--- src/rtl/logic_op_responder_pkg.sv ---
`default_nettype none
// ============================================================================
// Module      : logic_op_pkg
// Description : Opcode encoding and bitwise-logic helpers shared by the
//               responder RTL and its bench.
// Revision    : 1.0 - initial release
// ============================================================================
package logic_op_pkg;

    localparam int DEFAULT_WIDTH = 4;

    typedef enum logic [1:0] {
        OP_AND  = 2'b00,
        OP_OR   = 2'b01,
        OP_XOR  = 2'b10,
        OP_NAND = 2'b11
    } op_e;

    // Single-bit kernel; wider datapaths replicate it per bit.
    function automatic logic apply_bit(input logic a, input logic b, input op_e op);
        logic y;
        y = 1'b0;
        case (op)
            OP_AND:  y = a & b;
            OP_OR:   y = a | b;
            OP_XOR:  y = a ^ b;
            OP_NAND: y = ~(a & b);
            default: y = 1'b0;
        endcase
        return y;
    endfunction

    function automatic logic [DEFAULT_WIDTH-1:0] apply_op(
        input logic [DEFAULT_WIDTH-1:0] a,
        input logic [DEFAULT_WIDTH-1:0] b,
        input op_e                      op
    );
        logic [DEFAULT_WIDTH-1:0] y;
        y = '0;
        for (int i = 0; i < DEFAULT_WIDTH; i++) begin
            y[i] = apply_bit(a[i], b[i], op);
        end
        return y;
    endfunction

endpackage : logic_op_pkg
`default_nettype wire

--- src/rtl/logic_op_responder_if.sv ---
`default_nettype none
// ============================================================================
// Module      : logic_op_responder_if
// Description : Request and response valid/ready channels of the responder.
// Revision    : 1.0 - initial release
// ============================================================================
interface logic_op_responder_if #(
    parameter int WIDTH = 4
);
    logic             req_valid;
    logic             req_ready;
    logic [WIDTH-1:0] req_a;
    logic [WIDTH-1:0] req_b;
    logic [1:0]       req_op;
    logic             rsp_valid;
    logic             rsp_ready;
    logic [WIDTH-1:0] rsp_y;
    logic [1:0]       rsp_op;

    modport master (
        output req_valid, req_a, req_b, req_op, rsp_ready,
        input  req_ready, rsp_valid, rsp_y, rsp_op
    );

    modport slave (
        input  req_valid, req_a, req_b, req_op, rsp_ready,
        output req_ready, rsp_valid, rsp_y, rsp_op
    );
endinterface : logic_op_responder_if
`default_nettype wire

--- src/rtl/logic_op_responder_sync_fifo.sv ---
`default_nettype none
// ============================================================================
// Module      : sync_fifo
// Description : Single-clock FIFO, power-of-two depth, unreset storage.
// Revision    : 1.0 - initial release
// ============================================================================
module sync_fifo #(
    parameter int DATA_W = 6,
    parameter int DEPTH  = 4
) (
    input  wire logic                       clk,
    input  wire logic                       rstn,
    input  wire logic                       push,
    input  wire logic [DATA_W-1:0]          push_data,
    input  wire logic                       pop,
    output logic      [DATA_W-1:0]          head,
    output logic                            full,
    output logic                            empty,
    output logic      [$clog2(DEPTH):0]     count
);
    localparam int                c_ptr_w = $clog2(DEPTH);
    localparam logic [c_ptr_w:0] c_full  = (c_ptr_w + 1)'(DEPTH);

    logic [DATA_W-1:0]  r_mem [DEPTH];
    logic [c_ptr_w-1:0] r_wr_ptr;
    logic [c_ptr_w-1:0] r_rd_ptr;
    logic [c_ptr_w:0]   r_count;
    logic               w_do_push;
    logic               w_do_pop;

    assign full      = (r_count == c_full);
    assign empty     = (r_count == '0);
    assign count     = r_count;
    assign head      = r_mem[r_rd_ptr];
    assign w_do_push = push && !full;
    assign w_do_pop  = pop && !empty;

    always_ff @(posedge clk) begin
        if (w_do_push) begin
            r_mem[r_wr_ptr] <= push_data;
        end
    end

    // Pointers wrap naturally because DEPTH is a power of two.
    always_ff @(posedge clk or negedge rstn) begin
        if (!rstn) begin
            r_wr_ptr <= '0;
            r_rd_ptr <= '0;
            r_count  <= '0;
        end else begin
            if (w_do_push) begin
                r_wr_ptr <= r_wr_ptr + c_ptr_w'(1);
            end
            if (w_do_pop) begin
                r_rd_ptr <= r_rd_ptr + c_ptr_w'(1);
            end
            case ({w_do_push, w_do_pop})
                2'b10:   r_count <= r_count + (c_ptr_w + 1)'(1);
                2'b01:   r_count <= r_count - (c_ptr_w + 1)'(1);
                default: r_count <= r_count;
            endcase
        end
    end
endmodule : sync_fifo
`default_nettype wire

--- src/rtl/logic_op_responder.sv ---
`default_nettype none
// ============================================================================
// Module      : logic_op_responder
// Description : Computes bitwise logic results at request accept, buffers
//               them in a FIFO and returns them in order.
// Revision    : 1.0 - initial release
// ============================================================================
module logic_op_responder
    import logic_op_pkg::*;
#(
    parameter int WIDTH = 4,
    parameter int DEPTH = 4,
    parameter int CNT_W = 16
) (
    input  wire logic              clk,
    input  wire logic              rstn,
    logic_op_responder_if.slave    bus,
    output logic [CNT_W-1:0]       txn_count
);
    localparam int c_data_w = WIDTH + 2;

    logic [WIDTH-1:0]       w_result;
    op_e                    w_op;
    logic                   w_push;
    logic                   w_pop;
    logic [c_data_w-1:0]    w_head;
    logic                   w_full;
    logic                   w_empty;
    logic [$clog2(DEPTH):0] w_count;
    logic                   r_ready_en;
    logic [c_data_w-1:0]    r_last;
    logic [CNT_W-1:0]       r_txn_count;

    assign w_op = op_e'(bus.req_op);

    for (genvar gi = 0; gi < WIDTH; gi++) begin : g_bit
        assign w_result[gi] = apply_bit(bus.req_a[gi], bus.req_b[gi], w_op);
    end

    // r_ready_en keeps req_ready low until the first edge after reset release.
    assign bus.req_ready = r_ready_en && !w_full;
    assign bus.rsp_valid = (w_count != '0);
    assign w_push        = bus.req_valid && bus.req_ready;
    assign w_pop         = bus.rsp_valid && bus.rsp_ready;
    assign {bus.rsp_op, bus.rsp_y} = w_empty ? r_last : w_head;
    assign txn_count     = r_txn_count;

    sync_fifo #(
        .DATA_W (c_data_w),
        .DEPTH  (DEPTH)
    ) u_fifo (
        .clk       (clk),
        .rstn      (rstn),
        .push      (w_push),
        .push_data ({bus.req_op, w_result}),
        .pop       (w_pop),
        .head      (w_head),
        .full      (w_full),
        .empty     (w_empty),
        .count     (w_count)
    );

    always_ff @(posedge clk or negedge rstn) begin
        if (!rstn) begin
            r_ready_en  <= 1'b0;
            r_last      <= '0;
            r_txn_count <= '0;
        end else begin
            r_ready_en <= 1'b1;
            if (w_pop) begin
                r_last      <= w_head;
                r_txn_count <= r_txn_count + CNT_W'(1);
            end
        end
    end
endmodule : logic_op_responder
`default_nettype wire
--- src/flat_wrapper.sv ---
// flat-port wrapper written by rule: the top's interface ports become plain ports
module logic_op_responder_flat import logic_op_pkg::*;
#(
    parameter int WIDTH = 4,
    parameter int DEPTH = 4,
    parameter int CNT_W = 16
)
  (clk, rstn, txn_count, bus_req_valid, bus_req_a, bus_req_b, bus_req_op, bus_rsp_ready, bus_req_ready, bus_rsp_valid, bus_rsp_y, bus_rsp_op);
  logic_op_responder_if #(.WIDTH(WIDTH)) bus_i ();
  input  wire logic clk;
  input  wire logic rstn;
  output logic [CNT_W-1:0] txn_count;
  input wire logic [$bits(bus_i.req_valid)-1:0] bus_req_valid;
  input wire logic [$bits(bus_i.req_a)-1:0] bus_req_a;
  input wire logic [$bits(bus_i.req_b)-1:0] bus_req_b;
  input wire logic [$bits(bus_i.req_op)-1:0] bus_req_op;
  input wire logic [$bits(bus_i.rsp_ready)-1:0] bus_rsp_ready;
  output wire logic [$bits(bus_i.req_ready)-1:0] bus_req_ready;
  output wire logic [$bits(bus_i.rsp_valid)-1:0] bus_rsp_valid;
  output wire logic [$bits(bus_i.rsp_y)-1:0] bus_rsp_y;
  output wire logic [$bits(bus_i.rsp_op)-1:0] bus_rsp_op;
  assign bus_i.req_valid = bus_req_valid;
  assign bus_i.req_a = bus_req_a;
  assign bus_i.req_b = bus_req_b;
  assign bus_i.req_op = bus_req_op;
  assign bus_i.rsp_ready = bus_rsp_ready;
  assign bus_req_ready = bus_i.req_ready;
  assign bus_rsp_valid = bus_i.rsp_valid;
  assign bus_rsp_y = bus_i.rsp_y;
  assign bus_rsp_op = bus_i.rsp_op;
  logic_op_responder #(.WIDTH(WIDTH), .DEPTH(DEPTH), .CNT_W(CNT_W)) u_core (.clk(clk), .rstn(rstn), .bus(bus_i), .txn_count(txn_count));
endmodule
--- config.mk ---
export PLATFORM = sky130hd
export DESIGN_NAME = logic_op_responder_flat
export DESIGN_NICKNAME = d
export VERILOG_FILES = /design/src/rtl/logic_op_responder_pkg.sv /design/src/rtl/logic_op_responder_if.sv /design/src/rtl/logic_op_responder_sync_fifo.sv /design/src/rtl/logic_op_responder.sv /design/src/flat_wrapper.sv
export SDC_FILE = /design/constraint.sdc
export NUM_CORES = 1
export LEC_CHECK = 0
export BUFFER_PORTS_ARGS = -buffer_cell sky130_fd_sc_hd__buf_2
export CORE_ASPECT_RATIO = 1.5
export CORE_UTILIZATION = 25
export CTS_BUF_LIST = sky130_fd_sc_hd__clkbuf_4 sky130_fd_sc_hd__clkbuf_8
export DETAILED_ROUTE_END_ITERATION = 12
export SYNTH_ARGS = -nofsm -noshare
export SYNTH_HDL_FRONTEND = slang
export SYNTH_SLANG_ARGS = --single-unit
--- constraint.sdc ---
create_clock -name clk -period 2.56 [get_ports clk]
set_clock_uncertainty 0.2 [all_clocks]
set_input_delay 0.256 -clock clk [delete_from_list [all_inputs] [get_ports clk]]
set_output_delay 0.256 -clock clk [all_outputs]
set_load 0.1 [all_outputs]
# Yosys cells after proc, flatten, opt, wreduce, memory -nomap -nowiden
# Memories as Yosys holds them, arrays and structs flattened.
# Cells that the tools add are included.
totals:
  reg_bits: 30
  output_inout_bits: 24
  n_memories: 1
  ram_bits: 24
classes:
  add_sub_neg: 5
  n_bitwise: 16
  muxes: 8
  n_eq_ne: 6
  n_reduce_logical: 11
mem_list:
  columns: ["memory", "words", "word_bits", "read_ports", "rd_clocked_by_memory_dff", "write_ports", "line", "text"]
  rows:
  - ["u_core.u_fifo.r_mem", 4, 6, 1, 0, 1, "logic_op_responder_sync_fifo.sv:24", "logic [DATA_W-1:0] r_mem [DEPTH];"]
ops:
  columns: ["operator", "count"]
  rows:
  - ["$add 16x1->16 const B", 1]
  - ["$pmux 1 s4", 4]
  - ["$eq 2x2->1 const B", 3]
  - ["$mux 6", 1]
  - ["$pmux 3 s2", 1]
  - ["$logic_and 1x1->1", 5]
  - ["$add 2x1->2 const B", 2]
  - ["$and 1x1->1", 4]
  - ["$eq 2x1->1 const B", 2]
  - ["$not 1->1", 4]
  - ["$or 1x1->1", 4]
  - ["$xor 1x1->1", 4]
  - ["$add 3x1->3 const B", 1]
  - ["$eq 3x3->1 const B", 1]
  - ["$logic_not 3->1", 1]
  - ["$reduce_bool 3->1", 1]
  - ["$sub 3x1->3 const B", 1]
  - ["$logic_not 1->1", 2]
  - ["$logic_not 2->1", 1]
  - ["$mux 1", 2]
  - ["$reduce_bool 2->1", 1]

# Depth between registers and ports, before layout
logic_depth:
  word_depth: 7
  ltp_mapped: 10
  mapped_depth_nobuf: 10

# By module
# A second synthesis with hierarchy kept.
unflattened:
  cells_unflattened: 209
  area_unflattened_um2: 2623.8
by_module_without_submodules:
  columns: ["mod", "cells_each", "area_per_inst_um2", "instances", "seq_area_each_um2"]
  rows:
  - ["logic_op_responder", 140, 1317.5, 1, 575.6]
  - ["sync_fifo", 69, 1306.3, 1, 895.9]

# Worst setup path before layout
# Ideal clock, no wire load.
synth_timing:
  path_kind: "register to register"
  startpoint: "reg u_core.u_fifo.r_count[0], in the netlist u_core.u_fifo.count[0]"
  endpoint: "reg u_core.u_fifo.r_count[2], in the netlist u_core.u_fifo.count[2]"
  t_arrival_ns: 2.269
  slack_ns: -0.040
  required_ns: 2.228
  path_buffers: 0
  path_stages_with_launch: 11
  setup_ns: 0.132
  cell_sequence: "dfrtp_1 -> inv_1 -> a31oi_4 -> and2_4 -> inv_1 -> ha_1 -> inv_1 -> fa_1 -> xor2_1 -> nor2_1 -> xor2_1"
synth_between:
  elab_chain_cells: 7
  elab_cells_between_ends: 16
  cone_classes: "add/sub: 2; eq/ne: 3; mux: 1; reduce/logical: 10"
synth_rtl:
  columns: ["element", "line", "text"]
  rows:
  - ["start: declaration", "logic_op_responder_sync_fifo.sv:27", "logic [c_ptr_w:0] r_count;"]
  - ["start signal: assignment", "logic_op_responder_sync_fifo.sv:58", "2'b10: r_count <= r_count + (c_ptr_w + 1)'(1);"]
  - ["start signal: assignment", "logic_op_responder_sync_fifo.sv:59", "2'b01: r_count <= r_count - (c_ptr_w + 1)'(1);"]
  - ["start signal: assignment", "logic_op_responder_sync_fifo.sv:60", "default: r_count <= r_count;"]
  - ["$eq 3x3->1 (*)", "logic_op_responder_sync_fifo.sv:31", "assign full = (r_count == c_full);"]
  - ["$logic_not 1->1 (*)", "logic_op_responder.sv:41", "assign bus.req_ready = r_ready_en && !w_full;"]
  - ["$logic_and 1x1->1 (*)", "logic_op_responder.sv:41", null]
  - ["named net bus_req_ready", "flat_wrapper.sv:18", "output wire logic [$bits(bus_i.req_ready)-1:0] bus_req_ready;"]
  - ["$logic_and 1x1->1 (*)", "logic_op_responder.sv:43", "assign w_push = bus.req_valid && bus.req_ready;"]
  - ["$logic_and 1x1->1 (*)", "logic_op_responder_sync_fifo.sv:35", "assign w_do_push = push && !full;"]
  - ["$eq 2x1->1 / $eq 2x2->1 (equally long branches)", "logic_op_responder_sync_fifo.sv:57", "case ({w_do_push, w_do_pop})"]
  - ["$pmux 3 s2 / $reduce_bool 2->1 (equally long branches)", null, null]
# Mark *: on every way through the listed nets, which the timed path passes. The rest lies on a longest branch.
# A chain may end at the register's enable or synchronous reset.

# Worst setup path in the final report
layout_timing:
  startpoint: "reg u_core.u_fifo.r_rd_ptr[0]"
  endpoint: "out bus_rsp_op[0]"
layout_between:
  elab_chain_cells: 2
layout_rtl:
  columns: ["element", "line", "text"]
  rows:
  - ["start: declaration", "logic_op_responder_sync_fifo.sv:26", "logic [c_ptr_w-1:0] r_rd_ptr;"]
  - ["start signal: assignment", "logic_op_responder_sync_fifo.sv:55", "r_rd_ptr <= r_rd_ptr + c_ptr_w'(1);"]
  - ["$mem_v2 4x6", null, null]
  - ["$mux 6", "logic_op_responder.sv:45", "assign {bus.rsp_op, bus.rsp_y} = w_empty ? r_last : w_head;"]
  - ["end: declaration", "flat_wrapper.sv:21", "output wire logic [$bits(bus_i.rsp_op)-1:0] bus_rsp_op;"]
# No other way between the ends.

==> impl_metrics.env <==
export IMPL_status="finished, final reports clean"
export IMPL_synth_area_per_cell_um2=13.0
export IMPL_max_slew_margin=0.559
export IMPL_htree_num_levels=2
export IMPL_finalPower_w=0.00386
export IMPL_post_route_drc_count=0
export IMPL_numCtsBuffers=5
export IMPL_start_util=0.258
export IMPL_cts_path_max_buffers=2
export IMPL_synth_cell_types=29
export IMPL_cp_data_required_time_ps=2100
export IMPL_rsz0062_at_grt="false"
export IMPL_total_leakage_power_nw=1.38
export IMPL_yosysWarningCount=0
export IMPL_grt_max_degree=31
export IMPL_arrival_ps=1990
export IMPL_slew_violations=0
export IMPL_grt_overflow=0
export IMPL_max_freq_mhz=408
export IMPL_post_route_period_util=0.956
export IMPL_syn2layout_area_growth_pct=18.3
export IMPL_die_area_um2=10900
export IMPL_worstPathMaxFanout=5
export IMPL_rr_worst_depth=10
export IMPL_regToRegEndpoint="u_core.u_fifo.count[2]"
export IMPL_cp_depth=4
export IMPL_final_core_util=0.305
export IMPL_critPathLaunchType="flop"
export IMPL_die_x_um=85.4
export IMPL_wl_um=4430
export IMPL_tightestPinTransition_ps=661
export IMPL_ios=38
export IMPL_drtIter0Drc=21
export IMPL_placementRows=45
export IMPL_insertion_delay_ps=300
export IMPL_root_buffer="clkbuf_8"
export IMPL_hold_viol_final=0
export IMPL_antenna_found_initial=0
export IMPL_core_um2=10100
export IMPL_worst_setup_path_end_kind="output pin"
export IMPL_place_area_um2=2940
export IMPL_tritoncts="built"
export IMPL_crit_end="bus_rsp_op[0]"
export IMPL_setup_viol=0
export IMPL_detail_route_antenna_nets=0
export IMPL_drive_gt1_frac=0.316
export IMPL_netlist_instances=201
export IMPL_final_cell_mix="buf_2 (37), nand2_1 (30), dfrtp_1 (29)"
export IMPL_min_path_type="input pin to flop"
export IMPL_powerDensity_nw_per_um2=1250
export IMPL_r2r_slack_ps=310
export IMPL_maxCapViolations=0
export IMPL_numPortBuffers=37
export IMPL_synth_net_count=230
export IMPL_final_area_um2=3090
export IMPL_startpoint="u_core.u_fifo.r_rd_ptr[0]"
export IMPL_post_route_min_period_ps=2450
export IMPL_crit_family="multiplexers"
export IMPL_synth_area_um2=2610
export IMPL_cts_setup_buffers=0
export IMPL_ir_drop_uv=388
export IMPL_slowest_stage="mux4_2"
export IMPL_crit_buf_inv=2
export IMPL_diodes=0
export IMPL_cts_clk_slew_worst_paths_ps=90
export IMPL_dp_final_hpwl_um=3490
export IMPL_reg2reg_from="u_core.u_fifo.count[0]"
export IMPL_routedWlPerCell_um=12.3
export IMPL_crit_chain="buf_4 > mux4_2 > mux2_2 > buf_2"
export IMPL_grt_pass1_vias=1533
export IMPL_first_pass_iters=4
export IMPL_grt_pass1_wl_um=7430
export IMPL_globalplace_congestion=0.716
export IMPL_ys_ff_latch=54
export IMPL_critical_path_max_stage_delay_ps=520
export IMPL_nets=272
export IMPL_final_common_cell="buf_2"
export IMPL_fin_tns_setup_ps=0
export IMPL_seq_area_frac_synth=0.564
export IMPL_dr_total_vias=1566
export IMPL_cts_sinks=54
export IMPL_die_h_um=127
export IMPL_path_class="flop to output pin"
export IMPL_grtUsageTotal=0.0889
export IMPL_vias_per_cell=4.34
[where the power goes]
group	switching, W	internal, W
clock	0.000276	0.000392
sequential	0.000194	0.00111
combinational	0.00141	0.000486
[worst reg2reg max path, stage by stage, from the launching register on]
cell and delay [ps]:
dfrtp_1 470, inv_2 130, a31oi_4 120, and2_4 180, inv_1 70, ha_2 190
inv_1 50, fa_2 330, xor2_1 150, nor2_1 120, xor2_1 170
[flip-flops by register name (all words and copies together) (netlist names)]
register / cells
u_core.u_fifo.r_mem: 24
u_core.txn_count: 16
u_core.r_last: 6
u_core.u_fifo.count: 3
u_core.u_fifo.r_rd_ptr: 2
u_core.u_fifo.r_wr_ptr: 2
u_core.r_ready_en: 1
[routing by layer]
| layer | GRT usage | routed length, um | vias to the layer above |
|---|---|---|---|
| met3 | 0.0245 | 169 | 6 |
| met1 | 0.0929 | 1800 | 760 |
| met5 | 0 | 0 | - |
| li1 | - | - | 766 |
| met2 | 0.164 | 2380 | 34 |
| met4 | 0.0382 | 84 | 0 |
[cell usage after synthesis]
library cell | n | area (um2)
dfrtp_1 | 30 | 751
inv_1 | 17 | 63.8
a21oi_1 | 4 | 20.0
ha_1 | 14 | 175
nor3_4 | 1 | 16.3
mux4_2 | 6 | 135
a31oi_4 | 1 | 21.3
buf_4 | 2 | 15.0
mux2_2 | 11 | 124
edfxtp_1 | 24 | 721
nor2_1 | 3 | 11.3
nand3_1 | 5 | 25.0
nand4_1 | 3 | 18.8
xnor2_1 | 14 | 123
clkbuf_1 | 1 | 3.75
fa_1 | 1 | 20.0
buf_1 | 2 | 7.51
or2_1 | 1 | 6.26
o21ai_0 | 1 | 5.00
xor2_1 | 7 | 61.3
buf_2 | 1 | 5.00
and3_1 | 8 | 50.1
nor2b_1 | 4 | 25.0
nor3_2 | 3 | 30.0
conb_1 | 1 | 3.75
and2_4 | 1 | 8.76
nand2_1 | 30 | 113
o31ai_4 | 1 | 21.3
a211oi_1 | 4 | 30.0
[area by class of cell]
type	instances	area (um2)
sequential	54	1470
inverter	17	63.8
fill	1045	7050
timing repair buffer	41	218
clock buffer	5	68.8
tap	117	146
clock inverter	3	68.8
multi-input combinational	124	1050
[how the worst min path moves through the flow]
stage	from	endpoint	slack, ps	cells after the start
6_report	bus_req_valid	u_core.u_fifo.r_wr_ptr[0]	110	3
5_1_grt	bus_req_op[0]	u_core.u_fifo.r_mem[0][4]	100	1
4_1_cts	bus_req_valid	u_core.u_fifo.r_wr_ptr[0]	100	3
3_5_place_dp	rstn	u_core.txn_count[11]	130	1
3_3_place_gp	rstn	u_core.txn_count[11]	140	1
2_1_floorplan	rstn	u_core.r_last[0]	-240	0
[timing repair]
action / 4_1_cts / 5_1_grt
hold buffers: 1 / 0
endpoints found under the hold margin: 30 / 0
endpoints found under the setup margin: 0 / 3
resized for setup: 0 / 1
[cell families after synthesis]
group                    synth area share
AO/OA/AOI/OAI                      0.0374
XOR/XNOR                           0.0705
adder cells (fa/ha/maj)            0.0748
buffers and inverters              0.0364
flip-flops                          0.564
multiplexers                       0.0992
other                             0.00144
AND/OR/NAND/NOR                     0.116
[stage by stage]
step	setup WS, ps	hold WS [ps]	instances
after global routing	25.3	104	361
after detailed placement	309	133	352
after global placement	392	138	352
final	112	109	361
after CTS	19.5	98.2	361
after floorplan	3.10	-240	201
(Power assumes the default switching activity.)
